==> src/rtl/if_pipe_stage.sv <==
// IF->ID stage register: PC, instruction and metadata with valid/ready flow control and a one-entry skid buffer.
// Optional IF_PIPE_DIFFTEST_EN adds a registered flush flag and a saturating count of flush-dropped entries.
module if_pipe_stage #(
  parameter int PC_W   = 64,
  parameter int INST_W = 32,
  parameter int META_W = 1
) (
  input  logic              clk,
  input  logic              rst,
  input  logic              flush_i,
  input  logic              stall_i,
  input  logic              in_valid_i,
  output logic              in_ready_o,
  input  logic [PC_W-1:0]   pc_i,
  input  logic [INST_W-1:0] inst_i,
  input  logic [META_W-1:0] meta_i,
  output logic              out_valid_o,
  input  logic              out_ready_i,
  output logic [PC_W-1:0]   pc_o,
  output logic [INST_W-1:0] inst_o,
  output logic [META_W-1:0] meta_o
`ifdef IF_PIPE_DIFFTEST_EN
  ,
  output logic              difftest_flush_o,
  output logic [15:0]       difftest_drop_cnt_o
`endif
);

  typedef struct packed {
    logic [PC_W-1:0]   pc;
    logic [INST_W-1:0] inst;
    logic [META_W-1:0] meta;
  } entry_t;

  entry_t main_q, skid_q, in_entry;
  logic   main_vld, skid_vld;
  logic   in_fire, out_fire;

  assign in_entry = '{pc: pc_i, inst: inst_i, meta: meta_i};

  // Ready comes only from the skid flag and stall, so it never combinationally follows out_ready_i.
  assign in_ready_o = ~skid_vld & ~stall_i;
  assign in_fire    = in_valid_i & in_ready_o & ~flush_i;
  assign out_fire   = main_vld & out_ready_i & ~stall_i;

  assign out_valid_o = main_vld;
  assign pc_o        = main_q.pc;
  assign inst_o      = main_q.inst;
  assign meta_o      = main_q.meta;

  always_ff @(posedge clk) begin
    // NOTE: payload registers are cleared on reset and flush too, so an empty stage always shows zeros downstream.
    if (rst || flush_i) begin
      main_vld <= 1'b0;
      skid_vld <= 1'b0;
      main_q   <= '0;
      skid_q   <= '0;
    end else if (!stall_i) begin
      if (!main_vld || out_fire) begin
        if (skid_vld) begin
          // NOTE: non-blocking assignment lets skid_q be read and cleared in the same edge without ordering hazards.
          main_q   <= skid_q;
          main_vld <= 1'b1;
          skid_vld <= 1'b0;
          skid_q   <= '0;
        end else if (in_fire) begin
          main_q   <= in_entry;
          main_vld <= 1'b1;
        end else begin
          main_q   <= '0;
          main_vld <= 1'b0;
        end
      end else if (in_fire) begin
        skid_q   <= in_entry;
        skid_vld <= 1'b1;
      end
    end
  end

`ifdef IF_PIPE_DIFFTEST_EN
  logic [16:0] drop_sum;

  assign drop_sum = {1'b0, difftest_drop_cnt_o} + 17'(main_vld) + 17'(skid_vld);

  always_ff @(posedge clk) begin
    if (rst) begin
      difftest_flush_o    <= 1'b0;
      difftest_drop_cnt_o <= '0;
    end else begin
      difftest_flush_o <= flush_i;
      if (flush_i)
        difftest_drop_cnt_o <= drop_sum[16] ? 16'hFFFF : drop_sum[15:0];
    end
  end
`endif

endmodule

==> config.mk <==
export PLATFORM = sky130hd
export DESIGN_NAME = if_pipe_stage
export DESIGN_NICKNAME = d
export VERILOG_FILES = /design/src/rtl/if_pipe_stage.sv
export SDC_FILE = /design/constraint.sdc
export NUM_CORES = 1
export LEC_CHECK = 0
export BUFFER_PORTS_ARGS = -buffer_cell sky130_fd_sc_hd__buf_2
export CAP_MARGIN = 20
export CORE_MARGIN = 3
export CORE_UTILIZATION = 57
export DETAILED_ROUTE_END_ITERATION = 8
export MAX_ROUTING_LAYER = met4
export PLACE_DENSITY = 0.95
export REMOVE_ABC_BUFFERS = 1
export SLEW_MARGIN = 20
export SYNTH_ARGS = -nofsm -noshare
export SYNTH_HDL_FRONTEND = slang
export SYNTH_SLANG_ARGS = --single-unit
export TNS_END_PERCENT = 100
==> constraint.sdc <==
create_clock -name clk -period 4.8 [get_ports clk]
set_input_delay 0.96 -clock clk [delete_from_list [all_inputs] [get_ports clk]]
set_output_delay 0.96 -clock clk [all_outputs]
set_load 0.1 [all_outputs]
==> Word level (Yosys, flattened, before mapping) <==
Index checks and enable logic that the tools add are counted.
{ "word_totals": {"word_cells": 33, "register_bits": 196, "output_inout_bits": 99, "inputBits": 103} }
{ "op_classes": {"n_mux": 9, "bitwise_logic": 8, "n_eq_ne": 1, "reduce_logical": 7} }
{ "ops": {"columns": ["cell", "n"], "rows": [
  ["2-to-1 mux 97 bit", 5],
  ["bitwise AND 1 bit", 5],
  ["2-to-1 mux 1 bit", 4],
  ["AND reduction 2 bit", 2],
  ["NOT 1 bit", 3],
  ["AND reduction 3 bit", 1],
  ["logical OR 1 bit", 2],
  ["!= test 2 bit (second input constant)", 1],
  ["nonzero test 2 bit", 1],
  ["logical NOT 1 bit", 1]
]} }

==> Longest topological paths before layout <==
Gate-level depths: netlist (run 1).
{ "depth": {"depth_word": 6, "ltp_mapped": 6, "mapped_depth_nobuf": 3} }

==> Least setup slack after synthesis (run 1) <==
OpenSTA, ideal clock, no wires.
{ "synth_path": {"path_type": "input port to output port", "start": "in stall_i", "end": "out in_ready_o", "path_stages": 2, "path_slack_ns": 1.476, "arrival_time_ns": 2.364, "cell_sequence": "buf_2 nor2_1"} }
{ "synth_via": {"elab_chain_len": 2} }
{ "synth_rtl": {"columns": ["item", "line_no", "rtl"], "rows": [
  ["start, declared", "11", "input logic stall_i,"],
  ["NOT 1 bit (no source line)", null, null],
  ["bitwise AND 1 bit", "42", "assign in_ready_o = ~skid_vld & ~stall_i;"],
  ["end, declared", "13", "output logic in_ready_o,"]
]} }
Every way passes these cells.

==> Final worst setup path (run 1) <==
{ "layout_path": {"start": "reg skid_vld", "end": "out in_ready_o"} }
{ "layout_via": {"elab_chain_len": 2} }
{ "layout_rtl": {"columns": ["item", "line_no", "rtl"], "rows": [
  ["start, declared", "36", "logic main_vld, skid_vld;"],
  ["start signal, assigned", "55", "skid_vld <= 1'b0;"],
  ["start signal, assigned", "64", "skid_vld <= 1'b0;"],
  ["start signal, assigned", "75", "skid_vld <= 1'b1;"],
  ["NOT 1 bit", "42", null],
  ["bitwise AND 1 bit", "42", null]
]} }
Every way passes these cells.

==> impl_metrics.py, run 1 <==
metrics = {
    "outcome": {
        "status": "finished, final reports clean",
    },
    "timing": {
        "final.setup.worst_slack_ns": 1.786,
        "drv_slew": 0,
        "max_clock_freq_ghz": 0.3318,
        "finalSetupViolCount": 0,
        "fin_setup_tns_ns": 0,
        "tightest_slew_ns": 1.144,
        "period_share": 0.6278,
        "rsz0062_at_grt": "false",
        "layout_min_cycle_time_ns": 3.014,
        "slew_headroom": 0.2374,
        "fin_skew_ns": 0.009186,
        "finalHoldViolCount": 0,
    },
    "setup_path": {
        "end_kind": "primary output",
        "path_cells": "buf_4, nor2_1, buf_2",
        "cpLargestDelayFamily": "buffers and inverters",
        "crit_arrival_ns": 2.05,
        "crit_slowest_cell": "buf_4",
        "worstPathMaxFanout": 101,
        "worstPathRequired_ns": 3.84,
        "critPathMaxStageDelay_ns": 0.83,
        "cp.buffers_inverters": 2,
        "crit_path_start_kind": "flop",
        "path_class": "flop to primary output",
    },
    "clock_tree": {
        "htreeDepth": 4,
        "clkTransAtPathRegs_ns": 0.07,
        "cts_tree": "done",
        "cts-root-buf": "clkbuf_16",
        "cts_resized": 0,
        "cts_made_buffers": 17,
        "clk_latency_ns": 0.43,
        "clock_sinks": 196,
        "clockBufferDepth": 2,
        "post_cts_buffers": 0,
        "hold_buffers": 0,
    },
    "global_route": {
        "grt_pass1_wl_mm": 35.69,
        "antenna_found_initial": 1,
        "grt_max_degree": 195,
        "track_usage": 0.2742,
        "grt_pass1_vias": 7034,
        "gr-total-overflow": 0,
    },
    "power": {
        "power_density_nw_per_um2": 365.5,
        "irDropWorstVdd_mv": 0.2756,
        "totalPowerFinal_mw": 3.541,
        "power_leakage_nw": 3.922,
    },
    "placement": {
        "place_hpwl_mm": 12.19,
        "portBuffers": 201,
        "dpl_worst_slack_ns": 1.526,
        "globalplace.congestion": 0.7706,
    },
    "yosys": {
        "synth_area_leaders": "dfxtp_1 48%, and4_1 10%, a31o_2 9.6%",
        "synth_top_cell_by_area": "dfxtp_1",
        "netlist_instances": 814,
        "yosysTopAreaCellShare": 0.4767,
        "synthFlopType": "dfxtp_1",
        "synth_commonest_cells": "196 x dfxtp_1, 99 x a21oi_1, 97 x a211oi_1, 97 x a22oi_1, 97 x and4_1",
        "async_flop_share": 0,
        "synth_edf_count": 0,
        "synth_area_per_cell_um2": 10.11,
        "synth_most_common_cell": "dfxtp_1",
        "yosysWarnings": 0,
        "synthDistinctLibCells": 21,
        "synth_seq_cells": 196,
        "synth_area_um2": 8230,
        "seq_area_frac_synth": 0.4767,
    },
    "floorplan": {
        "die_x_um": 126.2,
        "core-area_um2": 13990,
        "start_util": 0.5884,
        "die_area_um2": 15920,
        "ios": 202,
        "die_y_um": 126.2,
        "fp-row-count": 43,
    },
    "flow_run": {
        "drv_cap": 0,
    },
    "layout": {
        "synthToLayoutAreaGrowth_pct": 17.70,
        "fillerInstances": 1044,
        "drive_gt1_frac": 0.3637,
        "fin_nets": 1033,
    },
    "detailed_routing": {
        "post-route-drc-count": 0,
        "viasPerCell": 6.857,
        "antenna_left": 0,
        "dr.pass1.iters": 7,
        "wl_per_cell_um": 19.73,
        "drt_wl_total_mm": 22.18,
        "vias": 7707,
        "drt_iter0_drc": 922,
    },
    "hold_path": {
        "hold_path_class": "flop to flop",
    },
}
-- cell families after synthesis --
logic type	after synthesis	synth area share
DFF	196	0.4767
and+or+nand+nor	106	0.1113
AOI/OAI and AO/OA	394	0.3448
buffers and inverters	118	0.06719
-- power by group --
group / switching [mW] / internal [mW] / total (mW)
Clock: 0.613 / 0.798 / 1.41
Combinational: 0.365 / 0.0966 / 0.462
Sequential: 0.0152 / 1.65 / 1.67
Total: 0.993 / 2.55 / 3.54
-- per-stage QoR --
step                      cell area (µm²)  instances  utilization  hold WS, ns
after global routing                 9687       1124       0.6925       0.4989
after floorplan                      7685        698            -       0.4497
after detailed placement             9045       1089       0.6466       0.4648
final                                9687       1124       0.6925       0.4836
after global placement               9045       1089       0.6466       0.4567
after CTS                            9633       1121       0.6886       0.4833
-- flip-flops by register name, summed over array words and instances, names as in the netlist --
| register | count |
|---|---|
| pc_o | 64 |
| skid_q | 97 |
| skid_vld | 1 |
| inst_o | 32 |
| meta_o | 1 |
| out_valid_o | 1 |
-- layout make-up --
class | instances | area, µm² | area share
Clock inverter | 11 | 127.6 | 0.01317
Timing Repair Buffer | 213 | 1145 | 0.1182
Clock buffer | 21 | 460.4 | 0.04753
Multi-Input combinational cell | 500 | 3791 | 0.3914
Antenna cell | 1 | 2.502 | 0.0002583
Tap cell | 180 | 225.2 | 0.02325
Inverter | 2 | 7.507 | 0.0007750
Sequential cell | 196 | 3928 | 0.4055
-- placed cells by master, fill, tap and decap left out, types with 3 or more instances in the layout --
| master | instances |
|---|---|
| a31o_2 | 90 |
| a22oi_1 | 97 |
| a211oi_1 | 97 |
| clkinv_4 | 3 |
| o21ai_0 | 3 |
| buf_2 | 201 |
| buf_4 | 8 |
| clkinvlp_4 | 3 |
| dfxtp_1 | 195 |
| and4_1 | 97 |
| a21oi_1 | 99 |
| a31o_1 | 7 |
| clkbuf_16 | 17 |
-- layer usage --
| metal | track usage | routed length, µm |
|---|---|---|
| met1 | 0.3709 | 9465 |
| met5 | - | 0 |
| met4 | 0.09968 | 556 |
| met2 | 0.4119 | 10270 |
| met3 | 0.05259 | 1888 |
-- final timing paths --
| kind | startpoint | slack [ns] | cells after the start | endpoint |
|---|---|---|---|---|
| setup / recovery | skid_vld$_SDFFE_PP0P_ | 1.79 | 3 | in_ready_o |
| setup reg to reg | skid_vld$_SDFFE_PP0P_ | 2.39 | 4 | skid_q[47]$_SDFFE_PP0P_ |
| hold reg to reg | skid_q[74]$_SDFFE_PP0P_ | 0.48 | 1 | skid_q[74]$_SDFFE_PP0P_ |
| hold / removal | skid_q[74]$_SDFFE_PP0P_ | 0.48 | 1 | skid_q[74]$_SDFFE_PP0P_ |
Power figures use the tool's default switching activity.
==> run 2, diff against run 1 <==
--- a/config.mk
+++ b/config.mk
@@ -8,10 +8,10 @@
 export BUFFER_PORTS_ARGS = -buffer_cell sky130_fd_sc_hd__buf_2
 export CAP_MARGIN = 20
 export CORE_MARGIN = 3
-export CORE_UTILIZATION = 57
+export CORE_UTILIZATION = 48
 export DETAILED_ROUTE_END_ITERATION = 8
 export MAX_ROUTING_LAYER = met4
-export PLACE_DENSITY = 0.95
+export PLACE_DENSITY = 0.88
 export REMOVE_ABC_BUFFERS = 1
 export SLEW_MARGIN = 20
 export SYNTH_ARGS = -nofsm -noshare
==> constraint.sdc (replaced) <==
create_clock -name clk -period 2.62 [get_ports clk]
set_input_delay 0.524 -clock clk [delete_from_list [all_inputs] [get_ports clk]]
set_output_delay 0.524 -clock clk [all_outputs]
set_load 0.1 [all_outputs]
==> run 2 against run 1 <==
Net effect: sequential power grew 83%; total power is 85% higher; non-clock buffer count is 8 higher; largest power group unchanged; first-iteration DRC count down 27%; final cell count is 4.4% higher; setup slack lost 1.5 ns.
==> impl_metrics.py, run 2 (synthesis gave the netlist of run 1 again) <==
metrics = {
    "layout": {
        "fin_nets": 1041,
        "drive_gt1_frac": 0.3712,
        "final_cell_mix": "201 x buf_2, 195 x dfxtp_1, 99 x a21oi_1",
        "final_common_cell": "buf_2",
        "largest_reg_flops": 97,
        "synthToLayoutAreaGrowth_pct": 19.15,
        "max_flop_register": "skid_q",
    },
    "power": {
        "totalPowerFinal_mw": 6.535,
        "power_density_nw_per_um2": 666.4,
        "power_leakage_nw": 3.955,
        "irDropWorstVdd_mv": 0.4391,
    },
    "timing": {
        "drv_slew": 0,
        "tightest_slew_ns": 0.8599,
        "layout_min_cycle_time_ns": 2.327,
        "finalSetupViolCount": 0,
        "slew_headroom": 0.4254,
        "fin_skew_ns": 0.01344,
        "finalHoldViolCount": 0,
        "period_share": 0.8880,
        "fin_setup_tns_ns": 0,
        "max_clock_freq_ghz": 0.4298,
        "rsz0062_at_grt": "false",
    },
    "detailed_routing": {
        "post-route-drc-count": 0,
        "vias": 7626,
        "drt_iter0_drc": 670,
        "wl_per_cell_um": 19.55,
        "viasPerCell": 6.501,
        "dr.pass1.iters": 6,
        "drt_wl_total_mm": 22.94,
        "antenna_left": 0,
    },
    "clock_tree": {
        "post_cts_buffers": 0,
        "clk_latency_ns": 0.43,
        "hold_buffers": 0,
        "cts_tree": "done",
        "htreeDepth": 4,
        "clkTransAtPathRegs_ns": 0.08,
        "clockBufferDepth": 2,
        "cts-root-buf": "clkbuf_16",
        "clock_sinks": 196,
        "cts_resized": 0,
        "cts_made_buffers": 17,
    },
    "floorplan": {
        "core-area_um2": 16700,
        "ios": 202,
        "die_x_um": 136.9,
        "fp-row-count": 47,
        "die_y_um": 136.9,
        "start_util": 0.4928,
        "die_area_um2": 18750,
    },
    "setup_path": {
        "crit_end": "in_ready_o",
        "path_cells": "buf_4, nor2_1, buf_2",
        "critPathMaxStageDelay_ns": 0.53,
        "crit_arrival_ns": 1.80,
        "crit_start": "skid_vld$_SDFFE_PP0P_",
        "worstPathRequired_ns": 2.10,
        "cpLargestDelayFamily": "buffers and inverters",
        "cp.buffers_inverters": 2,
        "end_kind": "primary output",
        "reg2reg_depth": 4,
        "crit_path_start_kind": "flop",
        "cp.depth": 3,
        "worstReg2RegEnd": "skid_q[31]$_SDFFE_PP0P_",
        "r2r_start": "skid_vld$_SDFFE_PP0P_",
        "worstPathMaxFanout": 39,
        "path_class": "flop to primary output",
        "crit_slowest_cell": "dfxtp_4",
        "rrSetupSlack_ns": 0.67,
    },
    "global_route": {
        "antenna_found_initial": 2,
        "grt_max_degree": 99,
        "gr-total-overflow": 0,
        "grt_pass1_wl_mm": 35.60,
        "track_usage": 0.2389,
        "grt_pass1_vias": 6963,
    },
    "outcome": {
        "status": "finished, final reports clean",
    },
    "placement": {
        "globalplace.congestion": 0.7727,
        "place_hpwl_mm": 13.77,
        "portBuffers": 201,
    },
    "flow_run": {
        "drv_cap": 0,
    },
    "hold_path": {
        "hold_path_class": "input pin to flop",
    },
}
run 2: cell types whose count changed in the layout (fill, tap and decap cells not counted), sizes merged:
| cell | change |
|---|---|
| clkinv | -1 |
| clkinvlp | +1 |
| inv | +4 |
| diode | +1 |
| buf | +8 |
| clkbuf | -4 |
run 2: per-layer routing:
layer,wire [µm],track usage
met1,9674,0.3111
met2,11030,0.3728
met3,1758,0.04743
met4,471,0.08149
met5,0,-
run 2: cell type report:
cell class | instances | area, µm²
diodes | 2 | 5.005
clock buffers | 17 | 425.4
clock inverters | 15 | 167.7
fillers | 1462 | 6894
inverters | 2 | 8.758
multi-input cells | 500 | 3791
flip-flops and latches | 196 | 3928
well taps | 220 | 275.3
repair buffers | 221 | 1206
run 2: how the worst min path moves through the flow:
stage                                       start                       to  cells past startpoint
final                                    pc_i[46]  skid_q[79]$_SDFFE_PP0P_                      3
after global placement    skid_q[72]$_SDFFE_PP0P_  skid_q[72]$_SDFFE_PP0P_                      1
after detailed placement  skid_q[75]$_SDFFE_PP0P_  skid_q[75]$_SDFFE_PP0P_                      1
after global routing                    inst_i[9]  skid_q[10]$_SDFFE_PP0P_                      3
after floorplan           skid_q[71]$_SDFFE_PP0P_  skid_q[71]$_SDFFE_PP0P_                      1
after CTS                                pc_i[46]  skid_q[79]$_SDFFE_PP0P_                      3
run 2: stage by stage:
stage / instance area [µm²] / utilization / cells / hold slack (ns) / setup WS [ns]
5_1_grt: 9807 / 0.5872 / 1173 / 0.4581 / 0.2165
2_1_floorplan: 7685 / - / 698 / 0.4497 / -5.483
6_report: 9807 / 0.5872 / 1173 / 0.4569 / 0.2934
4_1_cts: 9802 / 0.5869 / 1171 / 0.4443 / 0.2825
3_3_place_gp: 9209 / 0.5514 / 1139 / 0.4566 / 0.5624
3_5_place_dp: 9209 / 0.5514 / 1139 / 0.4632 / 0.5034
run 2: worst register-to-register path: cells and delay by family (launching register included):
family,cells,cell delay (ns)
compound gates,2,0.52
buf+inv,2,0.80
flops,1,0.53
run 2: where the power goes:
group / leakage (nW) / switching, mW / internal, mW
Combinational: 2.09 / 0.670 / 0.183
Clock: 0.279 / 1.20 / 1.43
Sequential: 1.59 / 0.0274 / 3.03
